$ cat src/rtl/pipelined_barrel_shifter.sv
// Pipelined LSR/ASR/LSL/ROR barrel shifter: one register per log2 stage, valid/ready with full-pipe stall.
// Define BSH_STICKY_EN to build the sticky (discarded-bit OR) path; otherwise out_sticky is tied to 0.
module pipelined_barrel_shifter #(
   parameter int unsigned WIDTH   = 11,
   parameter int unsigned SHAMT_W = 4
) (
   input  logic               clk,
   input  logic               rst,
   input  logic               in_valid,
   output logic               in_ready,
   input  logic [WIDTH-1:0]   in_data,
   input  logic [SHAMT_W-1:0] in_shamt,
   input  logic [1:0]         in_mode,
   output logic               out_valid,
   input  logic               out_ready,
   output logic [WIDTH-1:0]   out_data,
   output logic               out_sticky
);

   localparam logic [1:0] MODE_LSR = 2'b00;
   localparam logic [1:0] MODE_ASR = 2'b01;
   localparam logic [1:0] MODE_LSL = 2'b10;

   logic stall;

   // A result that cannot leave freezes the whole pipe; ready is combinational from out_ready.
   assign stall    = out_valid & ~out_ready;
   assign in_ready = ~stall;

   for (genvar k = 0; k < SHAMT_W; k++) begin : g_stage
      localparam int unsigned AMT = 32'd1 << k;
      localparam int unsigned ROT = AMT % WIDTH;

      logic [WIDTH-1:0]   src_data;
      logic [SHAMT_W-1:0] src_shamt;
      logic [1:0]         src_mode;
      logic               src_valid;
      logic [WIDTH-1:0]   lsr_data;
      logic [WIDTH-1:0]   asr_data;
      logic [WIDTH-1:0]   lsl_data;
      logic [WIDTH-1:0]   ror_data;
      logic [WIDTH-1:0]   data_d;
      logic [WIDTH-1:0]   data_q;
      logic [SHAMT_W-1:0] shamt_d;
      logic [SHAMT_W-1:0] shamt_q;
      logic [1:0]         mode_d;
      logic [1:0]         mode_q;
      logic               valid_d;
      logic               valid_q;
`ifdef BSH_STICKY_EN
      logic               src_sticky;
      logic               drop_or;
      logic               sticky_d;
      logic               sticky_q;
`endif

      if (k == 0) begin : g_src
         assign src_data   = in_data;
         assign src_shamt  = in_shamt;
         assign src_mode   = in_mode;
         assign src_valid  = in_valid;
`ifdef BSH_STICKY_EN
         assign src_sticky = 1'b0;
`endif
      end else begin : g_src
         assign src_data   = g_stage[k-1].data_q;
         assign src_shamt  = g_stage[k-1].shamt_q;
         assign src_mode   = g_stage[k-1].mode_q;
         assign src_valid  = g_stage[k-1].valid_q;
`ifdef BSH_STICKY_EN
         assign src_sticky = g_stage[k-1].sticky_q;
`endif
      end

      // A stage step as wide as the word drops everything (WIDTH need not be a power of 2).
      if (AMT >= WIDTH) begin : g_drop
         assign lsr_data = '0;
         assign asr_data = {WIDTH{src_data[WIDTH-1]}};
         assign lsl_data = '0;
`ifdef BSH_STICKY_EN
         assign drop_or  = |src_data;
`endif
      end else begin : g_part
         assign lsr_data = src_data >> AMT;
         assign asr_data = (src_data >> AMT) | ({WIDTH{src_data[WIDTH-1]}} << (WIDTH - AMT));
         assign lsl_data = src_data << AMT;
`ifdef BSH_STICKY_EN
         assign drop_or  = |(src_data << (WIDTH - AMT));
`endif
      end

      if (ROT == 0) begin : g_rot_none
         assign ror_data = src_data;
      end else begin : g_rot
         assign ror_data = (src_data >> ROT) | (src_data << (WIDTH - ROT));
      end

      always_comb begin
         data_d   = src_data;
         shamt_d  = src_shamt;
         mode_d   = src_mode;
         valid_d  = src_valid;
`ifdef BSH_STICKY_EN
         sticky_d = src_sticky;
`endif
         if (src_shamt[k]) begin
            case (src_mode)
               MODE_LSR: data_d = lsr_data;
               MODE_ASR: data_d = asr_data;
               MODE_LSL: data_d = lsl_data;
               default:  data_d = ror_data;
            endcase
`ifdef BSH_STICKY_EN
            if ((src_mode == MODE_LSR) || (src_mode == MODE_ASR)) begin
               sticky_d = src_sticky | drop_or;
            end
`endif
         end
      end

      always_ff @(posedge clk or posedge rst) begin
         if (rst) begin
            data_q   <= '0;
            shamt_q  <= '0;
            mode_q   <= '0;
            valid_q  <= 1'b0;
`ifdef BSH_STICKY_EN
            sticky_q <= 1'b0;
`endif
         end else if (!stall) begin
            data_q   <= data_d;
            shamt_q  <= shamt_d;
            mode_q   <= mode_d;
            valid_q  <= valid_d;
`ifdef BSH_STICKY_EN
            sticky_q <= sticky_d;
`endif
         end
      end
   end

   assign out_valid = g_stage[SHAMT_W-1].valid_q;
   assign out_data  = g_stage[SHAMT_W-1].data_q;
`ifdef BSH_STICKY_EN
   assign out_sticky = g_stage[SHAMT_W-1].sticky_q;
`else
   assign out_sticky = 1'b0;
`endif

   // Shift amount and mode are fully consumed by the time they reach the last register.
   logic unused_tail;
   assign unused_tail = ^{g_stage[SHAMT_W-1].shamt_q, g_stage[SHAMT_W-1].mode_q};

endmodule

$ cat config.mk
export PLATFORM = sky130hd
export DESIGN_NAME = pipelined_barrel_shifter
export DESIGN_NICKNAME = d
export VERILOG_FILES = /design/src/rtl/pipelined_barrel_shifter.sv
export SDC_FILE = /design/constraint.sdc
export NUM_CORES = 1
export LEC_CHECK = 0
export CAP_MARGIN = 5
export CORE_MARGIN = 5
export CORE_UTILIZATION = 50
export CTS_CLUSTER_SIZE = 12
export DETAILED_ROUTE_END_ITERATION = 10
export MAX_ROUTING_LAYER = met4
export PLACE_DENSITY = 0.75
export SYNTH_ARGS = -nofsm -noshare
export SYNTH_HDL_FRONTEND = slang
export SYNTH_SLANG_ARGS = --single-unit
$ cat constraint.sdc
create_clock -name clk -period 1.8 [get_ports clk]
set_input_delay 0.27 -clock clk [delete_from_list [all_inputs] [get_ports clk]]
set_output_delay 0.27 -clock clk [all_outputs]
set_load 0.02 [all_outputs]
; After elaboration in Yosys (flattened, before gate mapping)
; Cells that the tools add are included.
[totals]
regBits = 66
inputBits = 21
output_inout_bits = 14
[op_classes]
n_eq_ne = 8
muxes = 8
bitwise_logic = 11
n_reduce_logical = 4
[ops]
columns = operator, n
row1 = $pmux 11 s3, 4
row2 = $mux 11, 4
row3 = $or 10x11->11, 2
row4 = $or 3x11->11, 2
row5 = $or 7x11->11, 2
row6 = $or 9x11->11, 2
row7 = $eq 2x1->1 const B, 4
row8 = $eq 2x2->1 const B, 4
row9 = $logic_not 2->1, 4
row10 = $not 1->1, 2
row11 = $and 1x1->1, 1

; Logic depth before layout (Yosys ltp)
[logic_depth]
depth_word = 3
depth_mapped = 6
depth_no_buf = 4

; Worst setup path before layout
; Ideal clock, no wire load.
[synth_path]
path_type = register to output
from = register g_stage[3].valid_q (netlist: out_valid)
to = output port in_ready
arrival_ns = 1.099
path_slack_ns = 0.431
path_stages_with_launch = 5
n_path_buf = 2
cell_sequence = dfrtp_1 nor2b_4 inv_2 buf_2 buf_2
[synth_via]
elab_chain_len = 2
[synth_lines]
columns = element, line
row1 = "start, declared", 49  ; logic valid_q;
row2 = "start signal, assigned", 134  ; valid_q <= valid_d;
row3 = $and 1x1->1, 27  ; assign stall = out_valid & ~out_ready;
row4 = $not 1->1, 28  ; assign in_ready = ~stall;
row5 = "end, declared", 10  ; output logic in_ready,
; Every way passes these cells.

; Final worst setup path
[layout_path]
from = register g_stage[3].valid_q (netlist: out_valid)
to = output port out_valid
[layout_rtl]
columns = element, line
row1 = "end, declared", 14  ; output logic out_valid,
; No word-level cell between the ends.

==> run metrics <==
run status=finished, final reports clean; remaining antenna violation count=0; vias in the first global route=2471; total power density per cell area=1632 nW/um^2; die area=7983 um^2; type of element capturing the critical path=output pin; starting utilization of the core area=50.44%; final HPWL from detailed placement=4840 um; CTS tree=done; ratio of cells with drive above 1 in the final layout=11.32%; Power Total=6.103 mW; buffers inserted during post-CTS setup optimization=0; final hold violation count=0; Max Root-Sink Buffers=2; number of violations reported at the end of detailed-routing iteration 0=109; setup repair after global routing missed its margin=false; count of yosys warnings during synthesis=0; DR pass1 iterations=4; kind of path behind the tightest hold check=in2async; post-route minimum period=1559 ps; Via Count=2459; Critical path buffers and inverters=1; Seq/Total Area, Yosys=47.69%; final WL=6561 um; CTS sink count=60; Worst Path Arrival=1290 ps; initial antenna violation count=0; core area=6241 um^2; signed area change from the synthesized netlist to the final layout=18.80%; hold_buf cts=0; Final nets=388; cell family with the largest share of critical-path delay=buffers and inverters; Tcrit/Tclk final=86.63%; remaining global-route overflow=0; Cell Chain, Critical Path=clkdlybuf4s50_1; clock transition at the registers of the reported paths=60 ps; maximum number of pins on one net before global-route repair=40; Clock Tree Root=sky130_fd_sc_hd__clkbuf_8; Clk Latency, worst-skew pair=330 ps; final worst clock skew=4.902 ps; wire per inst=14.65 um; Total Negative Setup Slacks=0 ps; clock buffer count from CTS=9; global-route wire length before repair=11460 um; Die Span X=89.35 um; highest cell delay on the worst timing path=610 ps; register bit total from synthesis=60; number of max-capacitance violations reported=0; max-slew violation total from the final report=0; critical-path cell with the highest stage delay=sky130_fd_sc_hd__clkdlybuf4s50_1; sort of element at the start of the critical path=flip-flop; die height=89.35 um; cells after synthesis=335; Worst Path Max Fanout=2; total number of H-tree levels=3; maximum VDD drop=0.0009096 V; number of distinct library cells after synthesis=40; Via-to-Cell Ratio=5.489; gr usage total=19.13%; total I/O pin count=35; Worst EP required=1530 ps; number of fill cells=547; DRC viols=0; number of setup violations in the final report=0; Cell Rows=29; type of the worst setup path=reg2out; last weighted congestion value of the routability-driven placer=0.9119; Inserted Diodes=0; maximum achievable frequency=0.6413 GHz; post-synthesis area per instance=9.397 um^2; Leak Pwr=1.653 nW; Post-Syn Nets=356; total standard cell area after synthesis=3148 um^2; number of port buffers=33
==> registers in the layout, summed over array words and instances, names as in the netlist <==
name and flops:
g_stage.shamt_q 6, g_stage.mode_q 6, g_stage.data_q 33, g_stage.valid_q 3, out_data 11, out_valid 1
==> per-layer routing <==
metal	global-route usage (%)	up-vias	part of all wire, %	wire length (um)
li1	-	1242	-	-
met1	21.42	1160	43	2792
met2	32.75	46	51	3360
met3	3.871	11	4.2	275
met4	8.660	0	2.0	133
met5	-	-	0	0
==> cell usage in the layout (no fill, tap or decap), drive strengths merged, types with 4 or more instances in the layout <==
cell type / count
a211oi: 8
a2bb2oi: 5
a31oi: 6
buf: 13
clkbuf: 13
clkdlybuf4s50: 32
dfrtp: 60
inv: 5
mux2: 7
mux2i: 22
nand2: 82
nand2b: 4
nand3: 15
nand3b: 10
nor2: 8
nor2b: 12
nor3: 8
o211ai: 21
o21ai: 19
==> logic make-up after synthesis <==
group                  count (synthesis)  share of synthesized area [%]
DFF                                   60                          47.69
buffers and inverters                 31                          5.206
AOI/OAI and AO/OA                     72                          16.22
muxes                                 29                          9.738
and+or+nand+nor                      142                          21.03
other                                  1                         0.1191
==> per-stage QoR <==
step                      instances  hold WS [ps]  util [%]  worst slack [ps]  area (um^2)
after floorplan                 335         382.5         -             45.31         3148
after global placement          433         442.2     57.18             56.59         3568
after detailed placement        433         458.9     57.18             43.98         3568
after CTS                       448         223.7     59.88             7.672         3737
after global routing            448         232.7     59.92             132.9         3740
final                           448         220.1     59.92             240.6         3740
==> layout make-up <==
cell class                      instances  area, um^2  area share (%)
Clock inverter                          2       10.01          0.2676
Tap cell                               77       96.34           2.576
Sequential cell                        60        1501           40.15
Clock buffer                           13       158.9           4.249
Inverter                                6       22.52          0.6022
Timing Repair Buffer                   46       467.9           12.51
Multi-Input combinational cell        244        1483           39.65
==> path summary, 6_finish.rpt <==
check	slack [ps]	startpoint	cells after the start	end
setup reg to reg	290	g_stage[2].shamt_q[3]	3	out_data[7]
setup / recovery	240	out_valid	1	out_valid
hold reg to reg	470	g_stage[1].valid_q	2	g_stage[1].valid_q
max in group asynchronous	1120	rst	3	g_stage[0].data_q[6]
min in group clk	470	in_shamt[3]	3	g_stage[0].shamt_q[3]
hold / removal	220	rst	2	out_data[4]
==> report_power, final <==
group          switching (mW)  internal (mW)
combinational            1.24           1.24
clock                   0.494          0.563
sequential              0.644           1.93
total                    2.38           3.73
==> Yosys cell counts <==
master	count	area, um^2
sky130_fd_sc_hd__nor2_1	8	30.03
sky130_fd_sc_hd__a31oi_1	6	37.54
sky130_fd_sc_hd__nand2b_1	4	25.02
sky130_fd_sc_hd__a211oi_1	8	60.06
sky130_fd_sc_hd__buf_2	13	65.06
sky130_fd_sc_hd__o221ai_1	1	8.760
sky130_fd_sc_hd__nor2b_4	1	13.76
sky130_fd_sc_hd__buf_6	2	22.52
sky130_fd_sc_hd__buf_4	4	30.03
sky130_fd_sc_hd__mux2_2	5	56.30
sky130_fd_sc_hd__a311oi_1	1	8.760
sky130_fd_sc_hd__o211ai_1	21	157.7
sky130_fd_sc_hd__nand2_1	81	304.0
sky130_fd_sc_hd__a221oi_1	1	8.760
sky130_fd_sc_hd__a22oi_1	3	22.52
sky130_fd_sc_hd__a221oi_2	2	30.03
sky130_fd_sc_hd__a311oi_2	1	15.01
sky130_fd_sc_hd__mux2i_1	22	220.2
sky130_fd_sc_hd__o21a_1	1	7.510
sky130_fd_sc_hd__nand3b_1	10	75.07
sky130_fd_sc_hd__inv_1	4	15.01
sky130_fd_sc_hd__o21ai_0	16	80.08
sky130_fd_sc_hd__o21ai_1	3	15.01
sky130_fd_sc_hd__nor3_1	8	40.04
sky130_fd_sc_hd__nand3_1	15	75.07
sky130_fd_sc_hd__clkbuf_1	5	18.77
sky130_fd_sc_hd__clkinv_1	1	3.750
sky130_fd_sc_hd__nand2_2	1	6.260
sky130_fd_sc_hd__mux2_4	2	30.03
sky130_fd_sc_hd__a21oi_1	3	15.01
sky130_fd_sc_hd__nand4_1	1	6.260
sky130_fd_sc_hd__clkbuf_2	1	5.000
sky130_fd_sc_hd__dfrtp_1	60	1501
sky130_fd_sc_hd__a2bb2oi_1	5	43.79
sky130_fd_sc_hd__nor2b_1	10	62.56
sky130_fd_sc_hd__conb_1	1	3.750
sky130_fd_sc_hd__inv_2	1	3.750
sky130_fd_sc_hd__and2b_2	1	8.760
sky130_fd_sc_hd__and2_1	1	6.260
sky130_fd_sc_hd__nor2b_2	1	8.760
==> repair_timing <==
item / in CTS / in global routing
setup endpoints to repair: 0 / 1
resized for setup: 0 / 1
hold endpoints to repair: 0 / 0
(Power assumes the default switching activity.)
